## src/rtl/fp_switch_conditioner_if.sv

```systemverilog
// Front-panel switch conditioner bus: raw switch levels and repeat enables in,
// debounced levels, edge pulses, press pulses and busy out.
interface fp_switch_conditioner_if #(
   parameter int NUM_CH = 16
);
   logic [NUM_CH-1:0] sw_raw;
   logic [NUM_CH-1:0] repeat_mask;
   logic [NUM_CH-1:0] sw_level;
   logic [NUM_CH-1:0] sw_rise;
   logic [NUM_CH-1:0] sw_fall;
   logic [NUM_CH-1:0] sw_press;
   logic              busy;

   // Source of raw switches (panel / testbench side)
   modport master (
      output sw_raw, repeat_mask,
      input  sw_level, sw_rise, sw_fall, sw_press, busy
   );

   // Conditioner side
   modport slave (
      input  sw_raw, repeat_mask,
      output sw_level, sw_rise, sw_fall, sw_press, busy
   );
endinterface

```

## src/rtl/fp_switch_conditioner.sv

```systemverilog
// Multi-channel front-panel switch conditioner.
// Per channel: 2-flop synchronizer, counter debounce, registered rise/fall/press
// pulses. Auto-repeat on held switches is built only when FP_SW_AUTOREPEAT_EN is
// defined; otherwise sw_press equals sw_rise and repeat_mask is ignored.
// Repeat timing pauses while a release is being debounced, so a switch that is
// already let go does not emit further repeats before sw_level falls.

// One independent switch channel.
module fp_sw_channel #(
   parameter int   DEBOUNCE_CYCLES = 500000,
   parameter int   REPEAT_DELAY    = 25000000,
   parameter int   REPEAT_RATE     = 5000000,
   parameter logic RST_LVL         = 1'b0
) (
   input  logic clk,
   input  logic reset,
   input  logic raw,
   input  logic mask,
   output logic level,
   output logic rise,
   output logic fall,
   output logic press,
   output logic busy
);
   localparam int            DW  = (DEBOUNCE_CYCLES > 1) ? $clog2(DEBOUNCE_CYCLES + 1) : 1;
   localparam logic [DW-1:0] DTC = DW'(DEBOUNCE_CYCLES - 1);

   logic          s1_q, s2_q;
   logic [DW-1:0] dcnt_d, dcnt_q;
   logic          level_d, level_q;
   logic          rise_d, rise_q, fall_d, fall_q, press_d, press_q;
   logic          rep_d;

   // Two-flop synchronizer; loads the reset level so release causes no edge
   always_ff @(posedge clk or posedge reset) begin
      if (reset) begin
         s1_q <= RST_LVL;
         s2_q <= RST_LVL;
      end else begin
         s1_q <= raw;
         s2_q <= s1_q;
      end
   end

   // Debounce: accept s2 once it has disagreed for DEBOUNCE_CYCLES edges
   always_comb begin
      dcnt_d  = dcnt_q;
      level_d = level_q;
      if (s2_q == level_q) begin
         dcnt_d = '0;
      end else if (dcnt_q == DTC) begin
         level_d = s2_q;
         dcnt_d  = '0;
      end else begin
         dcnt_d = dcnt_q + 1'b1;
      end
      rise_d  = level_d & ~level_q;
      fall_d  = ~level_d & level_q;
      press_d = rise_d | rep_d;
   end

   // Debounce state and registered pulses
   always_ff @(posedge clk or posedge reset) begin
      if (reset) begin
         dcnt_q  <= '0;
         level_q <= RST_LVL;
         rise_q  <= 1'b0;
         fall_q  <= 1'b0;
         press_q <= 1'b0;
      end else begin
         dcnt_q  <= dcnt_d;
         level_q <= level_d;
         rise_q  <= rise_d;
         fall_q  <= fall_d;
         press_q <= press_d;
      end
   end

`ifdef FP_SW_AUTOREPEAT_EN
   typedef enum logic [1:0] {IDLE, WAIT_FIRST, REPEAT} rpt_state_t;

   localparam int            RMAX    = (REPEAT_DELAY > REPEAT_RATE) ? REPEAT_DELAY : REPEAT_RATE;
   localparam int            RW      = (RMAX > 1) ? $clog2(RMAX + 1) : 1;
   localparam logic [RW-1:0] DLY_TC  = RW'(REPEAT_DELAY - 1);
   localparam logic [RW-1:0] RATE_TC = RW'(REPEAT_RATE - 1);
   localparam logic [RW-1:0] RCAP    = {RW{1'b1}};

   rpt_state_t    state_d, state_q;
   logic [RW-1:0] rcnt_d, rcnt_q, rcnt_inc;
   logic          mask_q;
   logic          hold;

   // Repeat FSM: next state, counter and repeat pulse
   always_comb begin
      state_d  = state_q;
      rcnt_d   = rcnt_q;
      rep_d    = 1'b0;
      hold     = (s2_q != level_q);
      rcnt_inc = (rcnt_q == RCAP) ? rcnt_q : rcnt_q + 1'b1;
      case (state_q)
         IDLE: begin
            if (mask && (rise_d || (level_q && !mask_q))) begin
               state_d = WAIT_FIRST;
               rcnt_d  = '0;
            end
         end
         WAIT_FIRST, REPEAT: begin
            if (!mask || !level_q) begin
               state_d = IDLE;
               rcnt_d  = '0;
            end else if (!hold) begin
               if (rcnt_q == ((state_q == WAIT_FIRST) ? DLY_TC : RATE_TC)) begin
                  rep_d   = 1'b1;
                  state_d = REPEAT;
                  rcnt_d  = '0;
               end else begin
                  rcnt_d = rcnt_inc;
               end
            end
         end
         default: begin
            state_d = IDLE;
            rcnt_d  = '0;
         end
      endcase
   end

   // Repeat FSM state register
   always_ff @(posedge clk or posedge reset) begin
      if (reset) begin
         state_q <= IDLE;
         rcnt_q  <= '0;
         mask_q  <= 1'b0;
      end else begin
         state_q <= state_d;
         rcnt_q  <= rcnt_d;
         mask_q  <= mask;
      end
   end
`else
   localparam int unused_rpt = REPEAT_DELAY + REPEAT_RATE;
   logic unused_mask;
   assign unused_mask = mask;
   assign rep_d       = 1'b0;
`endif

   assign level = level_q;
   assign rise  = rise_q;
   assign fall  = fall_q;
   assign press = press_q;
   assign busy  = (dcnt_q != '0);
endmodule

// Top: array of independent channels behind the conditioner interface.
module fp_switch_conditioner #(
   parameter int              NUM_CH          = 16,
   parameter int              DEBOUNCE_CYCLES = 500000,
   parameter int              REPEAT_DELAY    = 25000000,
   parameter int              REPEAT_RATE     = 5000000,
   parameter logic [NUM_CH-1:0] RESET_VAL     = '0
) (
   input logic                   clk,
   input logic                   reset,
   fp_switch_conditioner_if.slave bus
);
   logic [NUM_CH-1:0] level_w, rise_w, fall_w, press_w, busy_w;

   for (genvar g = 0; g < NUM_CH; g++) begin : g_ch
      fp_sw_channel #(
         .DEBOUNCE_CYCLES (DEBOUNCE_CYCLES),
         .REPEAT_DELAY    (REPEAT_DELAY),
         .REPEAT_RATE     (REPEAT_RATE),
         .RST_LVL         (RESET_VAL[g])
      ) u_ch (
         .clk   (clk),
         .reset (reset),
         .raw   (bus.sw_raw[g]),
         .mask  (bus.repeat_mask[g]),
         .level (level_w[g]),
         .rise  (rise_w[g]),
         .fall  (fall_w[g]),
         .press (press_w[g]),
         .busy  (busy_w[g])
      );
   end

   assign bus.sw_level = level_w;
   assign bus.sw_rise  = rise_w;
   assign bus.sw_fall  = fall_w;
   assign bus.sw_press = press_w;
   assign bus.busy     = |busy_w;
endmodule

```

## src/flat_wrapper.sv

```systemverilog
// flat-port wrapper written by rule: the top's interface ports become plain ports
module fp_switch_conditioner_flat 
#(
   parameter int              NUM_CH          = 16,
   parameter int              DEBOUNCE_CYCLES = 500000,
   parameter int              REPEAT_DELAY    = 25000000,
   parameter int              REPEAT_RATE     = 5000000,
   parameter logic [NUM_CH-1:0] RESET_VAL     = '0
)
  (clk, reset, bus_sw_raw, bus_repeat_mask, bus_sw_level, bus_sw_rise, bus_sw_fall, bus_sw_press, bus_busy);
  fp_switch_conditioner_if #(.NUM_CH(NUM_CH)) bus_i ();
  input logic clk;
  input logic reset;
  input wire logic [$bits(bus_i.sw_raw)-1:0] bus_sw_raw;
  input wire logic [$bits(bus_i.repeat_mask)-1:0] bus_repeat_mask;
  output wire logic [$bits(bus_i.sw_level)-1:0] bus_sw_level;
  output wire logic [$bits(bus_i.sw_rise)-1:0] bus_sw_rise;
  output wire logic [$bits(bus_i.sw_fall)-1:0] bus_sw_fall;
  output wire logic [$bits(bus_i.sw_press)-1:0] bus_sw_press;
  output wire logic [$bits(bus_i.busy)-1:0] bus_busy;
  assign bus_i.sw_raw = bus_sw_raw;
  assign bus_i.repeat_mask = bus_repeat_mask;
  assign bus_sw_level = bus_i.sw_level;
  assign bus_sw_rise = bus_i.sw_rise;
  assign bus_sw_fall = bus_i.sw_fall;
  assign bus_sw_press = bus_i.sw_press;
  assign bus_busy = bus_i.busy;
  fp_switch_conditioner #(.NUM_CH(NUM_CH), .DEBOUNCE_CYCLES(DEBOUNCE_CYCLES), .REPEAT_DELAY(REPEAT_DELAY), .REPEAT_RATE(REPEAT_RATE), .RESET_VAL(RESET_VAL)) u_core (.clk(clk), .reset(reset), .bus(bus_i));
endmodule
```

## config.mk

```make
export PLATFORM = sky130hd
export DESIGN_NAME = fp_switch_conditioner_flat
export DESIGN_NICKNAME = d
export VERILOG_FILES = /design/src/rtl/fp_switch_conditioner_if.sv /design/src/rtl/fp_switch_conditioner.sv /design/src/flat_wrapper.sv
export SDC_FILE = /design/constraint.sdc
export NUM_CORES = 1
export LEC_CHECK = 0
export BUFFER_PORTS_ARGS = -buffer_cell sky130_fd_sc_hd__buf_2
export CORE_MARGIN = 5
export CORE_UTILIZATION = 55
export CTS_BUF_LIST = sky130_fd_sc_hd__clkbuf_16
export DETAILED_ROUTE_END_ITERATION = 12
export HOLD_SLACK_MARGIN = 0.03
export PLACE_DENSITY = 0.78
export SLEW_MARGIN = 15
export SYNTH_ARGS = -nofsm -noshare
export SYNTH_HDL_FRONTEND = slang
export SYNTH_SLANG_ARGS = --single-unit
```

## constraint.sdc

```tcl
create_clock -name clk -period 17.01 [get_ports clk]
set_input_delay 4.2525 -clock clk [delete_from_list [all_inputs] [get_ports clk]]
set_output_delay 4.2525 -clock clk [all_outputs]
set_load 0.02 [all_outputs]
```

==> summary.txt <==
PLACE
----------------------------------------------------------------------------------------
Buffers on Ports                                                                      82
Post-placement worst setup slack                                                10250 ps
Hpwl dp                                                                         24000 um
Final estimated routing congestion in global placement                             0.864

DIE
----------------------------------------------------------------------------------------
I/O pins                                                                              99
Total core area                                                              32700 sq um
Site row count                                                                        66
Die Area                                                                     37000 sq um
Effective utilization at floorplan                                                 0.559
Die height                                                                        192 um
Die extent in x                                                                   192 um

SYNTHESIS
----------------------------------------------------------------------------------------
Total nets after synthesis                                                          1864
Post-synthesis area per instance                                              10.2 sq um
Synth Register Bits                                                                  384
Synth cell types                                                                      40
Synthesized instance count                                                          1798
Count of synthesis-stage warnings from yosys                                           0
Mapped Area                                                                  18300 sq um
Share of synthesized area occupied by flip-flops and latches                       0.526
Most used DFF post-synth                                                    sky130_fd_sc_hd__dfrtp_1
Async set-reset flop share out of synthesis                                         1.00
Post-synth EDFFs                                                                       0

CLOCK NETWORK
----------------------------------------------------------------------------------------
# resized after CTS                                                                    0
Reg clk slew, reported paths                                                       60 ps
Number of buffers created by CTS                                                      42
Cts hold-fix bufs                                                                      0
Number of buffers inserted to repair setup after CTS                                   0
TritonCTS clock tree                                                                 yes
Number of levels the H-tree was split into                                             2
Clock root buffer                                                           sky130_fd_sc_hd__clkbuf_16
Later-pin clock latency in the skew report                                        530 ps
Maximum buffer depth of the clock tree                                                 3
Number of clock sinks                                                                384

CRITICAL PATH
----------------------------------------------------------------------------------------
Setup slack of the most critical reg-to-reg path                                14550 ps
Crit Reg-Reg Endpoint                                                       u_core.g_ch[13].u_ch.dcnt_q[13]
Largest driver fanout on the critical path                                             5
Slowest stage delay, CP                                                           840 ps
Top delay family on crit path                                               simple AND/OR/NAND/NOR gates
Critical path startpoint category                                                   flop
Crit path launch                                                            u_core.g_ch[1].u_ch.dcnt_q[10]
Most common cell type on the critical path                                  sky130_fd_sc_hd__nand4_1
Buffers & Inverters on Critical Path                                                   1
Data arrival at the endpoint of the critical path                                2960 ps
Slowest cell on crit path                                                   sky130_fd_sc_hd__nor4_1
CP Data Required Time                                                           12760 ps
Number of cells traversed by the worst register-to-register path                       4
CP Cell Sequence                                                            nor4_1 -> nand4_1 -> nor3_1 -> and4_1 -> nand4_1 -> buf_2
Startpoint of the worst-slack reg-to-reg timing path                        u_core.g_ch[13].u_ch.dcnt_q[11]
Worst setup path category                                                   flop to output port
Capturing element type of the critical path                                  output port

TIMING
----------------------------------------------------------------------------------------
Worst slack on hold paths                                                         344 ps
Slew Limit Fails                                                                       0
Slew HR                                                                            0.352
Final worst-path cycle share                                                       0.424
Worst setup margin                                                               9790 ps
Pin slew with the least headroom to its limit                                     964 ps
Final TNS setup                                                                     0 ps
Setup repair after global routing missed its margin                                false
Final period demand of the worst path                                            7220 ps
Setup Skew                                                                       12.1 ps
Final Hold Violating Endpoints                                                         0
Achievable frequency                                                           0.139 GHz
Total setup violations reported at the end of the flow                                 0

FINAL LAYOUT
----------------------------------------------------------------------------------------
Area growth, synth to finish                                                       8.65%
Layout net count                                                                    1894
Antenna Diode Count                                                                    0
Fraction of final layout cells sized beyond drive strength 1                      0.0941

ROUTE
----------------------------------------------------------------------------------------
Overall routed net length                                                       35000 um
DR iter-0 viols                                                                      741
Count of nets left with antenna violations after detail routing                        0
DRC violation count after routing                                                      0
Via count of the routed design                                                     12600
WL/cell                                                                          15.2 um
Number of search-and-repair iterations in the first detailed-routing pass              5
Mean number of vias per cell                                                        5.46

GLOBAL ROUTE
----------------------------------------------------------------------------------------
Global-route usage over all layers                                                 0.196
Maximum number of pins on one net before global-route repair                         138
Global route overflow                                                                  0
Antenna violations before repair                                                       0
Wire length of the first global-routing pass                                    60400 um
Vias in the first global route                                                     12500

OUTCOME
----------------------------------------------------------------------------------------
Result of the run                                                           finished, final reports clean

MIN PATH
----------------------------------------------------------------------------------------
Hold Path Class                                                             flop to flop
Worst hold start                                                            u_core.g_ch[8].u_ch.s1_q
Worst hold stages                                                                      0
Sink of the worst hold path                                                 u_core.g_ch[8].u_ch.s2_q

POWER
----------------------------------------------------------------------------------------
Power after layout                                                               1.86 mW
Power density over the cells                                                93.8 nW/um^2
Highest ir drop seen on vdd                                                       107 uV
Lkg Pwr                                                                          8.96 nW

JOB
----------------------------------------------------------------------------------------
Maximum Capacitance Violations                                                         0

[metrics by stage]
| step | cell area, sq um | util | std cells |
|---|---|---|---|
| CTS | 19800 | 0.607 | 2302 |
| global placement | 18600 | 0.567 | 2226 |
| global route | 19800 | 0.607 | 2302 |
| detailed placement | 18600 | 0.567 | 2226 |
| finish | 19800 | 0.607 | 2302 |
| floorplan | 18300 | - | 1798 |
[flip-flops by register name, summed over array words and instances, names as in the netlist]
name,flops
u_core.g_ch.u_ch.s2_q,16
u_core.g_ch.u_ch.s1_q,16
u_core.g_ch.u_ch.fall,16
u_core.g_ch.u_ch.dcnt_q,304
u_core.g_ch.u_ch.press,16
u_core.g_ch.u_ch.level,16
[power by group]
group | leakage [nW] | internal, mW | total [mW] | switching [mW]
registers | 5.25 | 0.927 | 0.942 | 0.0149
logic | 3.03 | 0.0200 | 0.0663 | 0.0464
clock network | 0.678 | 0.502 | 0.854 | 0.352
[layout by cell type, fill, tap and decap left out, types with 6 or more instances in the layout]
cell type                     n
sky130_fd_sc_hd__xor2_1     179
sky130_fd_sc_hd__clkinv_1    12
sky130_fd_sc_hd__nor3b_1     32
sky130_fd_sc_hd__buf_2       82
sky130_fd_sc_hd__nand4_1    105
sky130_fd_sc_hd__and4_1      25
sky130_fd_sc_hd__nand2_1    106
sky130_fd_sc_hd__nor3_1      33
sky130_fd_sc_hd__clkbuf_16   43
sky130_fd_sc_hd__dfrtp_1    384
sky130_fd_sc_hd__or2_2        6
sky130_fd_sc_hd__nand2b_1    12
sky130_fd_sc_hd__mux2_2      15
sky130_fd_sc_hd__nand3_1     96
sky130_fd_sc_hd__ha_1        32
sky130_fd_sc_hd__inv_1       74
sky130_fd_sc_hd__nor2_1     355
sky130_fd_sc_hd__nor4_1      76
sky130_fd_sc_hd__xnor2_1    109
sky130_fd_sc_hd__and3_1      29
[layout make-up]
cell class	count	area (sq um)
repair buffers	86	440
flip-flops and latches	384	9610
clock buffers	43	1080
well taps	442	553
clock inverters	33	219
fillers	2642	12900
inverters	64	248
multi-input cells	1250	7700
[cells in the mapped netlist, types with 2 or more instances]
| library cell | count | area share |
|---|---|---|
| sky130_fd_sc_hd__xor2_1 | 179 | 0.086 |
| sky130_fd_sc_hd__nor4_1 | 76 | 0.026 |
| sky130_fd_sc_hd__buf_4 | 71 | 0.029 |
| sky130_fd_sc_hd__nand4b_1 | 2 | 0.00096 |
| sky130_fd_sc_hd__nor2_1 | 355 | 0.073 |
| sky130_fd_sc_hd__inv_1 | 64 | 0.013 |
| sky130_fd_sc_hd__and4_1 | 25 | 0.012 |
| sky130_fd_sc_hd__or2_2 | 6 | 0.0021 |
| sky130_fd_sc_hd__nand2b_1 | 12 | 0.0041 |
| sky130_fd_sc_hd__dfrtp_1 | 384 | 0.53 |
| sky130_fd_sc_hd__buf_2 | 20 | 0.0055 |
| sky130_fd_sc_hd__nand3_1 | 96 | 0.026 |
| sky130_fd_sc_hd__or4_1 | 3 | 0.0012 |
| sky130_fd_sc_hd__clkbuf_1 | 2 | 0.00041 |
| sky130_fd_sc_hd__nor4_2 | 5 | 0.0034 |
| sky130_fd_sc_hd__nand2_1 | 106 | 0.022 |
| sky130_fd_sc_hd__nand3b_1 | 4 | 0.0016 |
| sky130_fd_sc_hd__clkbuf_2 | 2 | 0.00055 |
| sky130_fd_sc_hd__nor4b_1 | 4 | 0.0019 |
| sky130_fd_sc_hd__and4b_1 | 2 | 0.0011 |
| sky130_fd_sc_hd__and3_1 | 29 | 0.0099 |
| sky130_fd_sc_hd__xnor2_1 | 109 | 0.052 |
| sky130_fd_sc_hd__and2_1 | 5 | 0.0017 |
| sky130_fd_sc_hd__nand4_1 | 105 | 0.036 |
| sky130_fd_sc_hd__ha_1 | 32 | 0.022 |
| sky130_fd_sc_hd__mux2_2 | 15 | 0.0092 |
| sky130_fd_sc_hd__or4_4 | 2 | 0.0012 |
| sky130_fd_sc_hd__or3_1 | 5 | 0.0017 |
| sky130_fd_sc_hd__nor3b_1 | 32 | 0.013 |
| sky130_fd_sc_hd__buf_6 | 4 | 0.0025 |
| sky130_fd_sc_hd__nor3_1 | 33 | 0.0090 |
[worst max-delay path by stage]
stage                                    end  slack, ps  depth (start not counted)
6_report                            bus_busy       9790                          6
4_1_cts                             bus_busy       9720                          6
2_1_floorplan  u_core.g_ch[0].u_ch.dcnt_q[0]       2090                          1
3_3_place_gp        u_core.g_ch[2].u_ch.fall      10320                          4
5_1_grt                             bus_busy       9610                          6
3_5_place_dp        u_core.g_ch[2].u_ch.fall      10250                          4
[per-layer routing]
metal | vias to the layer above | part of all wire | GRT usage
met5 | - | 0 | 0
met4 | 0 | 0.024 | 0.0557
met3 | 56 | 0.038 | 0.0333
met2 | 217 | 0.48 | 0.321
met1 | 6218 | 0.45 | 0.271
li1 | 6086 | - | -
[worst reg2reg max path, stage by stage (launching register included)]
cell and delay [ps]:
sky130_fd_sc_hd__dfrtp_1 460, sky130_fd_sc_hd__nor4_1 680, sky130_fd_sc_hd__nand4_1 420, sky130_fd_sc_hd__nand2b_1 620, sky130_fd_sc_hd__nor2_1 140
[cell families (layout without fill, tap and decap cells)]
family / Yosys count / in the layout / synth area share
simple gates: 914 / 914 / 0.252
flops: 384 / 384 / 0.526
xor+xnor: 288 / 288 / 0.138
buf+inv: 164 / 226 / 0.0523
fa+ha+maj: 32 / 32 / 0.0219
mux: 16 / 16 / 0.0101
(Power assumes the default switching activity.)
